`src/rtl/alu_writeback.sv`:
```
// ALU writeback: accumulator, masked flag register, condition decode and an
// optional flag shadow stack (built only when FLAG_STACK_EN is defined).
module alu_writeback #(
    parameter int STACK_DEPTH = 4
) (
    input  logic       clk,
    input  logic       rst_n,
    input  logic [7:0] alu_out,
    input  logic [3:0] alu_flags,
    input  logic       acc_we,
    input  logic       flag_we,
    input  logic [3:0] flag_mask,
    input  logic       flag_push,
    input  logic       flag_pop,
    input  logic       err_clr,
    input  logic [2:0] cond_sel,
    output logic [7:0] acc_q,
    output logic [3:0] flag_q,
    output logic       cin_out,
    output logic       cond_true,
    output logic       stk_full,
    output logic       stk_empty,
    output logic       stk_err
);

    logic [7:0] acc_d;
    logic [3:0] flag_d;
    logic [3:0] flag_upd;
    logic       pop_ok;
    logic [3:0] pop_val;

    // Accumulator next value: capture ALU result on acc_we.
    always_comb begin
        acc_d = acc_we ? alu_out : acc_q;
    end

    // Masked flag update; a successful pop wins over flag_we.
    always_comb begin
        flag_upd = (alu_flags & flag_mask) | (flag_q & ~flag_mask);
        flag_d   = flag_we ? flag_upd : flag_q;
        if (pop_ok) begin
            flag_d = pop_val;
        end
    end

    // Accumulator and flag registers.
    always_ff @(posedge clk or negedge rst_n) begin
        if (!rst_n) begin
            acc_q  <= 8'h00;
            flag_q <= 4'h0;
        end else begin
            acc_q  <= acc_d;
            flag_q <= flag_d;
        end
    end

    assign cin_out = flag_q[1];

    // Branch condition decode from the registered flags {P, S, C, Z}.
    always_comb begin
        cond_true = 1'b0;
        unique case (cond_sel)
            3'b000: cond_true = 1'b1;
            3'b001: cond_true = flag_q[0];
            3'b010: cond_true = ~flag_q[0];
            3'b011: cond_true = flag_q[1];
            3'b100: cond_true = ~flag_q[1];
            3'b101: cond_true = flag_q[2];
            3'b110: cond_true = ~flag_q[2];
            3'b111: cond_true = flag_q[3];
            default: cond_true = 1'b0;
        endcase
    end

`ifdef FLAG_STACK_EN

    localparam int CW = $clog2(STACK_DEPTH + 1);
    localparam int AW = (STACK_DEPTH > 1) ? $clog2(STACK_DEPTH) : 1;

    logic [CW-1:0] cnt_q;
    logic [CW-1:0] cnt_d;
    logic          stk_err_q;
    logic          stk_err_d;
    logic [3:0]    stk_mem_q [STACK_DEPTH];
    logic          push_req;
    logic          pop_req;
    logic          push_ok;
    logic          err_new;
    logic          full;
    logic          empty;
    logic [AW-1:0] wr_idx;
    logic [AW-1:0] rd_idx;

    // Stack control: simultaneous push and pop cancel each other out.
    always_comb begin
        full     = (cnt_q == CW'(STACK_DEPTH));
        empty    = (cnt_q == '0);
        push_req = flag_push & ~flag_pop;
        pop_req  = flag_pop & ~flag_push;
        push_ok  = push_req & ~full;
        pop_ok   = pop_req & ~empty;
        err_new  = (push_req & full) | (pop_req & empty);
        wr_idx   = AW'(cnt_q);
        rd_idx   = AW'(cnt_q - CW'(1));
        pop_val  = stk_mem_q[rd_idx];
    end

    // Occupancy and sticky error next state; a new error beats err_clr.
    always_comb begin
        cnt_d = cnt_q;
        if (push_ok) begin
            cnt_d = cnt_q + CW'(1);
        end else if (pop_ok) begin
            cnt_d = cnt_q - CW'(1);
        end
        stk_err_d = err_new | (stk_err_q & ~err_clr);
    end

    // Occupancy counter and sticky error register.
    always_ff @(posedge clk or negedge rst_n) begin
        if (!rst_n) begin
            cnt_q     <= '0;
            stk_err_q <= 1'b0;
        end else begin
            cnt_q     <= cnt_d;
            stk_err_q <= stk_err_d;
        end
    end

    // Stack entries hold the pre-edge flag value; contents need no reset.
    always_ff @(posedge clk) begin
        if (push_ok) begin
            stk_mem_q[wr_idx] <= flag_q;
        end
    end

    assign stk_full  = full;
    assign stk_empty = empty;
    assign stk_err   = stk_err_q;

`else

    logic unused_stack;

    assign pop_ok       = 1'b0;
    assign pop_val      = 4'h0;
    assign stk_full     = 1'b0;
    assign stk_empty    = 1'b1;
    assign stk_err      = 1'b0;
    assign unused_stack = ^{flag_push, flag_pop, err_clr, (STACK_DEPTH > 16)};

`endif

endmodule

```
`config.mk`:
```
export PLATFORM = sky130hd
export DESIGN_NAME = alu_writeback
export DESIGN_NICKNAME = d
export VERILOG_FILES = /design/src/rtl/alu_writeback.sv
export SDC_FILE = /design/constraint.sdc
export NUM_CORES = 1
export LEC_CHECK = 0
export BUFFER_PORTS_ARGS = -buffer_cell sky130_fd_sc_hd__buf_4
export CELL_PAD_IN_SITES_DETAIL_PLACEMENT = 0
export CELL_PAD_IN_SITES_GLOBAL_PLACEMENT = 2
export CORE_MARGIN = 2
export CORE_UTILIZATION = 21
export DETAILED_ROUTE_END_ITERATION = 6
export PLACE_DENSITY_LB_ADDON = 0.1
export SLEW_MARGIN = 20
export SYNTH_ARGS = -nofsm -noshare
export SYNTH_HDL_FRONTEND = slang
export SYNTH_SLANG_ARGS = --single-unit
```
`constraint.sdc`:
```
create_clock -name clk -period 1.6 [get_ports clk]
set_clock_uncertainty 0.2 [all_clocks]
set_input_delay 0.32 -clock clk [delete_from_list [all_inputs] [get_ports clk]]
set_output_delay 0.32 -clock clk [all_outputs]
set_load 0.02 [all_outputs]
```
==> results.json <==
{
  "critical_path_arrival_ns": 1.39,
  "cts-buffers-inserted": 3,
  "starting_density_of_the_core_pct": 22.4,
  "ys_seq_elements": 12,
  "upper_clock_frequency_limit_mhz": 524,
  "syn_to_final_growth_pct": 68.1,
  "rows": 18,
  "timing.critical_path.fanout_max": 2,
  "vias": 469,
  "hpwl_um": 1070,
  "period_minus_slack_ns": 1.91,
  "syn_inst": 43,
  "cts-root-buf": "sky130_fd_sc_hd__clkbuf_4",
  "antenna_found_initial": 0,
  "die_h_um": 55.9,
  "postLayoutCellArea_um2": 951,
  "met3_grt_util_pct": 4.19,
  "worstPathRequired_ns": 1.08,
  "post-place-ws_ns": -0.162,
  "layout-drive-gt1-share_pct": 70.9,
  "hold_viol_final": 0,
  "clk_pin_slew_ns": 0.07,
  "fp.coreArea_mm2": 0.00252,
  "globalplace.congestion": 0.635,
  "grt_most_used_layer": "met2",
  "dpl_cell_area_um2": 903,
  "drv_cap": 0,
  "fp.dieArea_mm2": 0.00312,
  "cp-end-kind": "output port",
  "cts_sinks": 12,
  "placement.io_buffers": 36,
  "fin_ws_ns": -0.310,
  "routing_usage_on_met1_pct": 10.7,
  "drt-total-wl_um": 1310,
  "worst_skew_pair.late_latency_ns": 0.26,
  "via_count_of_the_first_global_routing_pass": 486,
  "grt_max_degree": 13,
  "synth.lib_cells_used.distinct": 14,
  "routed_wire_length_per_instance_um": 11.3,
  "final-setup-viol-count": 1,
  "cts_tree": "built",
  "drc": 0,
  "dr.first_iter.drc_count": 0,
  "antenna_diodes": 0,
  "track_usage_pct": 8.81,
  "failed_checks": "setup timing",
  "leakagePower_nw": 0.471,
  "cts_max_path_buffers": 2,
  "nets": 114,
  "detail_route.vias_per_cell": 4.04,
  "die_extent_in_x_um": 55.9,
  "yosysSeqAreaShare_pct": 53.1,
  "min_path_type": "input pin to flip-flop",
  "vdd.ir_drop.worst_mv": 0.488,
  "power_density_mw_per_mm2": 879,
  "io_pins": 43,
  "timing.setup.critical_path_class": "flip-flop to output port",
  "finalCritPeriodShare_pct": 119,
  "report.final.slew_viol_count": 0,
  "grt_setup_unrepaired": "true",
  "wire_length_of_the_first_global_routing_pass_um": 2170,
  "cts-htree-levels": 1,
  "mappedNetlistArea_um2": 566,
  "setup_tns_ns": -0.310,
  "startpoint_type_of_the_worst_setup_path": "flip-flop",
  "yosys_warnings": 0,
  "firstDrtPassIters": 1,
  "synth_area_per_cell_um2": 13.2,
  "overflow": 0,
  "antenna_left": 0,
  "grtUsageMet2_pct": 14.6,
  "outcome": "finished with violations"
}
-- cells by family after synthesis --
logic type,synth area share [%]
AO/OA/AOI/OAI,1.55
buffers and inverters,6.86
flip-flops,53.1
multiplexers,25.7
other,1.33
AND/OR/NAND/NOR,11.5
-- where the power goes --
group          total (mW)  switching (mW)  internal [mW]
Combinational       0.300           0.130          0.170
Sequential          0.357          0.0178          0.340
Clock               0.179          0.0917         0.0869
Total               0.836           0.239          0.597
-- critical path: stages, from the launching register on --
cell                       delay, ns
sky130_fd_sc_hd__dfrtp_2        0.35
sky130_fd_sc_hd__and4bb_1       0.18
sky130_fd_sc_hd__a311oi_1       0.24
sky130_fd_sc_hd__nor3b_4        0.22
sky130_fd_sc_hd__buf_6          0.14
-- layout by cell type (no fill, tap or decap), drive strengths merged, types with 3 or more instances in the layout --
| cell type | Yosys | layout |
|---|---|---|
| clkbuf | 0 | 3 |
| dfrtp | 12 | 12 |
| buf | 5 | 43 |
| conb | 2 | 3 |
| nand2 | 4 | 4 |
| mux2 | 12 | 12 |
-- layer usage --
layer	vias up	share of wire (%)
met4	0	0
met3	0	4.6
met1	224	42
met5	-	0
met2	12	53
li1	233	-
-- final cells by class --
cell class | instances | area (µm²)
Multi-Input combinational cell | 26 | 236
Timing Repair Buffer | 44 | 348
Fill cell | 263 | 1570
Inverter | 1 | 3.75
Tap cell | 30 | 37.5
Clock buffer | 3 | 22.5
Sequential cell | 12 | 303
-- synth_stat cells --
master                     count  area (µm²)
sky130_fd_sc_hd__a311oi_1      1        8.76
sky130_fd_sc_hd__and4b_1       1        10.0
sky130_fd_sc_hd__and4bb_1      1        12.5
sky130_fd_sc_hd__buf_2         1        5.00
sky130_fd_sc_hd__buf_4         4        30.0
sky130_fd_sc_hd__conb_1        2        7.51
sky130_fd_sc_hd__dfrtp_1      12         300
sky130_fd_sc_hd__inv_1         1        3.75
sky130_fd_sc_hd__mux2_2       12         135
sky130_fd_sc_hd__mux2i_1       1        10.0
sky130_fd_sc_hd__nand2_1       4        15.0
sky130_fd_sc_hd__nor3_1        1        5.00
sky130_fd_sc_hd__nor3b_2       1        12.5
sky130_fd_sc_hd__nor4bb_1      1        10.0
-- metrics by stage --
step / total power, mW / instances / util (%) / hold slack, ns
final: 0.836 / 116 / 37.7 / 0.0829
after global routing: 0.892 / 116 / 37.7 / 0.0678
after CTS: 0.853 / 116 / 37.5 / 0.0689
after detailed placement: 0.653 / 112 / 35.8 / -0.0313
after global placement: 0.652 / 112 / 35.8 / -0.0293
after floorplan: 0.502 / 44 / - / -0.176
-- worst paths after layout --
path / start / to / slack (ns) / cells past startpoint
worst max-delay path: flip-flop / cond_true / -0.31 / 4
worst min-delay path: alu_flags[2] / flip-flop / 0.08 / 2
worst max register to register: flip-flop / flip-flop / 0.39 / 3
worst min register to register: acc_q[7]$_DFFE_PN0P_ / acc_q[7]$_DFFE_PN0P_ / 0.31 / 1
max in group asynchronous: rst_n / async pin / 0.81 / 2
min in group asynchronous: rst_n / acc_q[5]$_DFFE_PN0P_ / 0.23 / 2
-- timing repair --
item,4_1_cts,5_1_grt
hold endpoints to repair,12,0
gates resized for setup,3,1
setup endpoints to repair,3,3
setup buffers,0,0
pin swaps,2,0
hold buffers,1,0
Power figures use the tool's default switching activity.
